===== config.mk =====
export PLATFORM = sky130hd
export DESIGN_NAME = pipelined_adder_n
export DESIGN_NICKNAME = d
export VERILOG_FILES = /design/src/rtl/pipelined_adder_n.sv
export SDC_FILE = /design/constraint.sdc
export NUM_CORES = 1
export LEC_CHECK = 0
export CAP_MARGIN = 10
export CORE_MARGIN = 5
export CORE_UTILIZATION = 45
export DETAILED_ROUTE_END_ITERATION = 8
export DONT_BUFFER_PORTS = 1
export SKIP_LAST_GASP = 1
export SYNTH_ARGS = -nofsm -noshare
export SYNTH_HDL_FRONTEND = slang
export SYNTH_SLANG_ARGS = --single-unit

===== constraint.sdc =====
create_clock -name clk -period 3.8 [get_ports clk]
set_input_delay 0.95 -clock clk [delete_from_list [all_inputs] [get_ports clk]]
set_output_delay 0.95 -clock clk [all_outputs]
set_load 0.03 [all_outputs]

===== src/rtl/pipelined_adder_n.sv =====
// Segment-pipelined ripple-carry adder: NSEG = WIDTH/SEG register stages with a global valid/ready stall.
// Optional signed-overflow output enabled by defining ADDER_OVF_EN.
module pipelined_adder_n #(
    parameter int unsigned WIDTH = 8,
    parameter int unsigned SEG   = 4
) (
    input  logic             clk,
    input  logic             rst,
    input  logic             in_valid,
    output logic             in_ready,
    input  logic [WIDTH-1:0] a,
    input  logic [WIDTH-1:0] b,
    input  logic             cin,
    output logic             out_valid,
    input  logic             out_ready,
    output logic [WIDTH-1:0] sum,
    output logic             cout
`ifdef ADDER_OVF_EN
    ,
    output logic             ovf
`endif
);

    localparam int unsigned NSEG = WIDTH / SEG;

    if (SEG < 1 || WIDTH < 1 || (WIDTH % SEG) != 0) begin : g_param_chk
        $error("pipelined_adder_n: WIDTH must be a non-zero multiple of SEG");
    end

    // Whole pipeline moves together; it only freezes when a finished result is not taken.
    logic adv;

    assign adv      = !out_valid || out_ready;
    assign in_ready = adv;

    for (genvar k = 0; k < NSEG; k++) begin : g_stg
        localparam int unsigned RW = WIDTH - k * SEG;   // operand bits still to be added
        localparam int unsigned LO = (k + 1) * SEG;     // sum bits resolved after this stage

        logic          v_d;
        logic          c_d;
        logic          v_q;
        logic          c_q;
        logic [RW-1:0] a_rem;
        logic [RW-1:0] b_rem;
        logic [SEG:0]  slice_add;
        logic [LO-1:0] s_d;
        logic [LO-1:0] s_q;

        if (k == 0) begin : g_head
            assign v_d   = in_valid;
            assign c_d   = cin;
            assign a_rem = a;
            assign b_rem = b;
            assign s_d   = slice_add[SEG-1:0];
        end else begin : g_body
            assign v_d   = g_stg[k-1].v_q;
            assign c_d   = g_stg[k-1].c_q;
            assign a_rem = g_stg[k-1].g_skew.a_hi;
            assign b_rem = g_stg[k-1].g_skew.b_hi;
            assign s_d   = {slice_add[SEG-1:0], g_stg[k-1].s_q};
        end

        assign slice_add = {1'b0, a_rem[SEG-1:0]} + {1'b0, b_rem[SEG-1:0]} + {{SEG{1'b0}}, c_d};

        // Lower sum slices ride along with the carry so the full sum emerges at once.
        always_ff @(posedge clk) begin
            if (rst) begin
                v_q <= 1'b0;
                c_q <= 1'b0;
                s_q <= '0;
            end else if (adv) begin
                v_q <= v_d;
                c_q <= slice_add[SEG];
                s_q <= s_d;
            end
        end

        // Upper operand slices are delayed so each one meets its incoming carry.
        if (k < NSEG - 1) begin : g_skew
            logic [RW-SEG-1:0] a_hi;
            logic [RW-SEG-1:0] b_hi;

            always_ff @(posedge clk) begin
                if (rst) begin
                    a_hi <= '0;
                    b_hi <= '0;
                end else if (adv) begin
                    a_hi <= a_rem[RW-1:SEG];
                    b_hi <= b_rem[RW-1:SEG];
                end
            end
        end
    end

    assign out_valid = g_stg[NSEG-1].v_q;
    assign sum       = g_stg[NSEG-1].s_q;
    assign cout      = g_stg[NSEG-1].c_q;

`ifdef ADDER_OVF_EN
    // Signed overflow: carry into the MSB differs from carry out of it.
    logic ovf_d;

    assign ovf_d = g_stg[NSEG-1].a_rem[SEG-1] ^ g_stg[NSEG-1].b_rem[SEG-1]
                 ^ g_stg[NSEG-1].slice_add[SEG-1] ^ g_stg[NSEG-1].slice_add[SEG];

    always_ff @(posedge clk) begin
        if (rst) begin
            ovf <= 1'b0;
        end else if (adv) begin
            ovf <= ovf_d;
        end
    end
`endif

endmodule


==> metrics.md <==
| Metric | Value |
|---|---|
| Top post-synthesis cells by area | `dfxtp_1, nand2_1, a21oi_1` |
| Post-synth top flop | `dfxtp_1` |
| CTS clk-pin slew, worst paths | `approximately 0.14 ns` |
| Worst slew pin tran | `approximately 0.33 ns` |
| Worst setup SP type | `register` |
| Routed vias/inst | `approximately 5.2` |
| Nets@finish | `around 160` |
| Minimum clock period after layout | `about 2.5 ns` |
| Layout area overhead | `3.50%` |
| Hold path cells | `2` |
| Max cap viols | `0` |
| Global-route wire length before repair | `around 3400 µm` |
| Chip width | `just over 60 µm` |
| Skew final | `around 0.0069 ns` |
| Clock share of power | `between 30% and 40%` |
| Worst EP arrival | `~1.5 ns` |
| Slew margin rel. | `roughly four fifths` |
| Tcrit/Tclk final | `around two thirds` |
| Worst-path cell chain | `nor2b_2 -> buf_4 -> inv_4` |
| Critical Path RT | `between 2 and 3 ns` |
| Core Region | `between 2000 and 2500 µm²` |
| H-tree depth | `1` |
| Via count | `roughly 800` |
| HP Class | `reg2reg` |
| WS Path Type | `reg2out` |
| Hold path start | `g_stg[0].s_q[0]` |
| Area leader, netlist | `dfxtp_1` |
| Post-synthesis area per instance | `8.87 µm²` |
| EDFF count, synth | `0` |
| CP bufs+invs | `2` |
| CP max stage delay | `roughly 0.53 ns` |
| Simple-Gate Fraction of Synth Area | `around a fifth` |
| Post-CTS setup buffers | `0` |
| Worst VDD drop | `roughly 0.00026 V` |
| Post-Place Setup Slack | `roughly 1.3 ns` |
| Tot GR Track Use | `12.1%` |
| Worst r2r dst | `cout` |
| RSZ-0062 raised after global routing | `false` |
| Run status | `finished, final reports clean` |
| Core Util, Final | `between 40% and 50%` |
| Starting Density | `between 40% and 50%` |
| Largest family of logic cells by synthesized area | `simple AND/OR/NAND/NOR gates` |
| Port-buffer cells | `0` |
| Iteration-0 DRC Markers | `39` |
| Die Y-Extent | `61.2 µm` |
| Register share of total power | `between 50% and 60%` |
| Cell family with most CP delay | `flip-flops` |
| Crit path max fanout | `27` |
| Final setup fails | `0` |
| Clk Latency, worst-skew pair | `roughly 0.32 ns` |
| Worst R2R Path Depth | `6` |
| Clk Tree Root Cell | `clkbuf_4` |
| Std cell rows | `18` |
| Cell with the most instances after synthesis | `nand2_1` |
| Synth unique cells | `23` |
| Origin of the critical flop-to-flop path | `g_stg[0].c_q` |
| Die footprint | `between 3000 and 4000 µm²` |
| Int Power | `between 0.0004 and 0.0005 W` |
| ANT cells | `0` |
| Final wirelength | `around 2100 µm` |
| Pleak | `0.522 nW` |
| Power density of the placed cells | `about 460 nW/µm²` |
| CP max-delay cell | `dfxtp_1` |
| Max Freq | `about 0.40 GHz` |
| Synth Area in Adders | `a little over an eighth` |
| Area share of the largest cell type after synthesis | `between 40% and 50%` |
| Crit end category | `output pin` |
| Worst R2R Setup Slack | `between 2 and 2.5 ns` |
| Post-Syn Instances | `133` |
| Grt total ovfl | `0` |
| Detailed Routing Iterations Pass 1 | `4` |
| HPWL Detailed | `~1500 µm` |
| Pins over their slew limit | `0` |
| Synth Area in Compound Gates | `between 10% and 20%` |
| Multiplexer area fraction after synthesis | `0%` |
| Hold path endpoint | `g_stg[0].s_q[0]` |
| Number of global-route vias before repair | `between 700 and 800` |
| Routed Antenna Nets | `0` |
| Clock Path Buffers | `2` |
| Mapped Area | `roughly 1200 µm²` |
| Total CTS buffers | `3` |
| CTS tree | `built` |
| Asr flop ratio synth | `0%` |
| Initial antenna violation count | `0` |
| Mapped Nets | `between 150 and 200` |
| P_sw | `0.000147 W` |
| Resized Gates After CTS | `0` |
| Synthesis Warnings | `0` |
| Xor and xnor area share after synthesis | `1.48%` |
| Hold WS | `between 0.4 and 0.5 ns` |
| RD Place Congestion | `roughly 0.7` |
| IO Pins | `32` |
| CTS Hold Bufs | `0` |
| Sw Ratio | `26.2%` |
| DRC | `0` |
| Layout cells sized above 1 | `around 10%` |
| Combinational Power Share | `between 10% and 20%` |
| Wire length per cell | `13.1 µm` |
| Worst setup margin | `around 1.3 ns` |
| Synth Register Bits | `24` |
| Final setup TNS | `0 ns` |
| Fin. Hold Viols | `0` |
| Seq/Total Area, Yosys | `between 40% and 50%` |
| CTS Sinks | `24` |
| Post-synth top cells | `nand2_1, dfxtp_1, a21oi_1, nor2_1` |
| Fill count | `between 200 and 250` |
| Largest net degree at the start of global routing | `29` |
worst max path at each step:
stage,startpoint,to,slack [ns],depth (start not counted)
floorplan,out_ready,in_ready,1.46,4
global placement,out_ready,in_ready,1.35,3
detailed placement,out_ready,in_ready,1.33,3
CTS,out_valid,in_ready,1.30,3
global route,out_valid,in_ready,1.22,3
finish,out_valid,in_ready,1.33,3
cell families (layout without fill, tap and decap cells):
logic type                 count (synthesis)  count (layout)
buffers and inverters                     15              12
xor gates and xnor gates                   2               2
and+or+nand+nor                           51              51
adders and majority gates                 10              10
AOI/OAI and AO/OA                         31              31
DFF                                       24              24
registers in the layout, summed over array words and instances, names as in the netlist:
register,cells
sum,8
g_stg.g_skew.a_hi,4
g_stg.g_skew.b_hi,4
g_stg.s_q,4
cout,1
g_stg.c_q,1
g_stg.v_q,1
out_valid,1
placed cells by master (no fill, tap or decap), drive strengths merged, types with 3 or more instances in the layout:
cell / synthesis / final
nand2: 34 / 34
dfxtp: 24 / 24
a21oi: 19 / 19
nor2: 8 / 8
inv: 7 / 7
ha: 6 / 6
fa: 4 / 4
a211oi: 4 / 4
clkbuf: 2 / 3
nor2b: 3 / 3
power groups by stage:
stage	sequential [W]	clock, W	combinational, W
3_5_place_dp	0.000312	0	0.0000736
6_report	0.000305	0.000185	0.0000726
2_1_floorplan	0.000308	0	0.0000683
3_3_place_gp	0.000312	0	0.0000705
4_1_cts	0.000306	0.000189	0.0000741
5_1_grt	0.000309	0.000199	0.0000847
routing by layer:
| layer | GRT usage [%] | share of wire, % | vias up |
|---|---|---|---|
| met5 | 0 | 0 | - |
| met4 | 2.79 | 0.62 | 0 |
| met3 | 5.03 | 8.6 | 2 |
| met2 | 19.2 | 44 | 24 |
| met1 | 15.5 | 47 | 366 |
| li1 | - | - | 432 |
stage by stage:
stage | power [W] | cell area [µm²] | std cells
4_1_cts | 0.000570 | 1220 | 160
6_report | 0.000563 | 1220 | 160
3_5_place_dp | 0.000385 | 1170 | 156
3_3_place_gp | 0.000382 | 1170 | 156
5_1_grt | 0.000592 | 1220 | 160
2_1_floorplan | 0.000376 | 1180 | 133
area by class of cell:
cell class	count	area, µm²	area share, %
multi-input combinational	94	614	50.3
sequential	24	480	39.3
tap	30	37.5	3.07
clock inverter	1	30.0	2.46
inverter	7	28.8	2.36
clock buffer	3	22.5	1.84
timing repair buffer	1	7.51	0.615
worst min-delay path: stages, from the launching register on:
cell and delay (ns):
dfxtp_1 0.33, nand2_1 0.05, a21oi_1 0.05
Power figures use the tool's default switching activity.
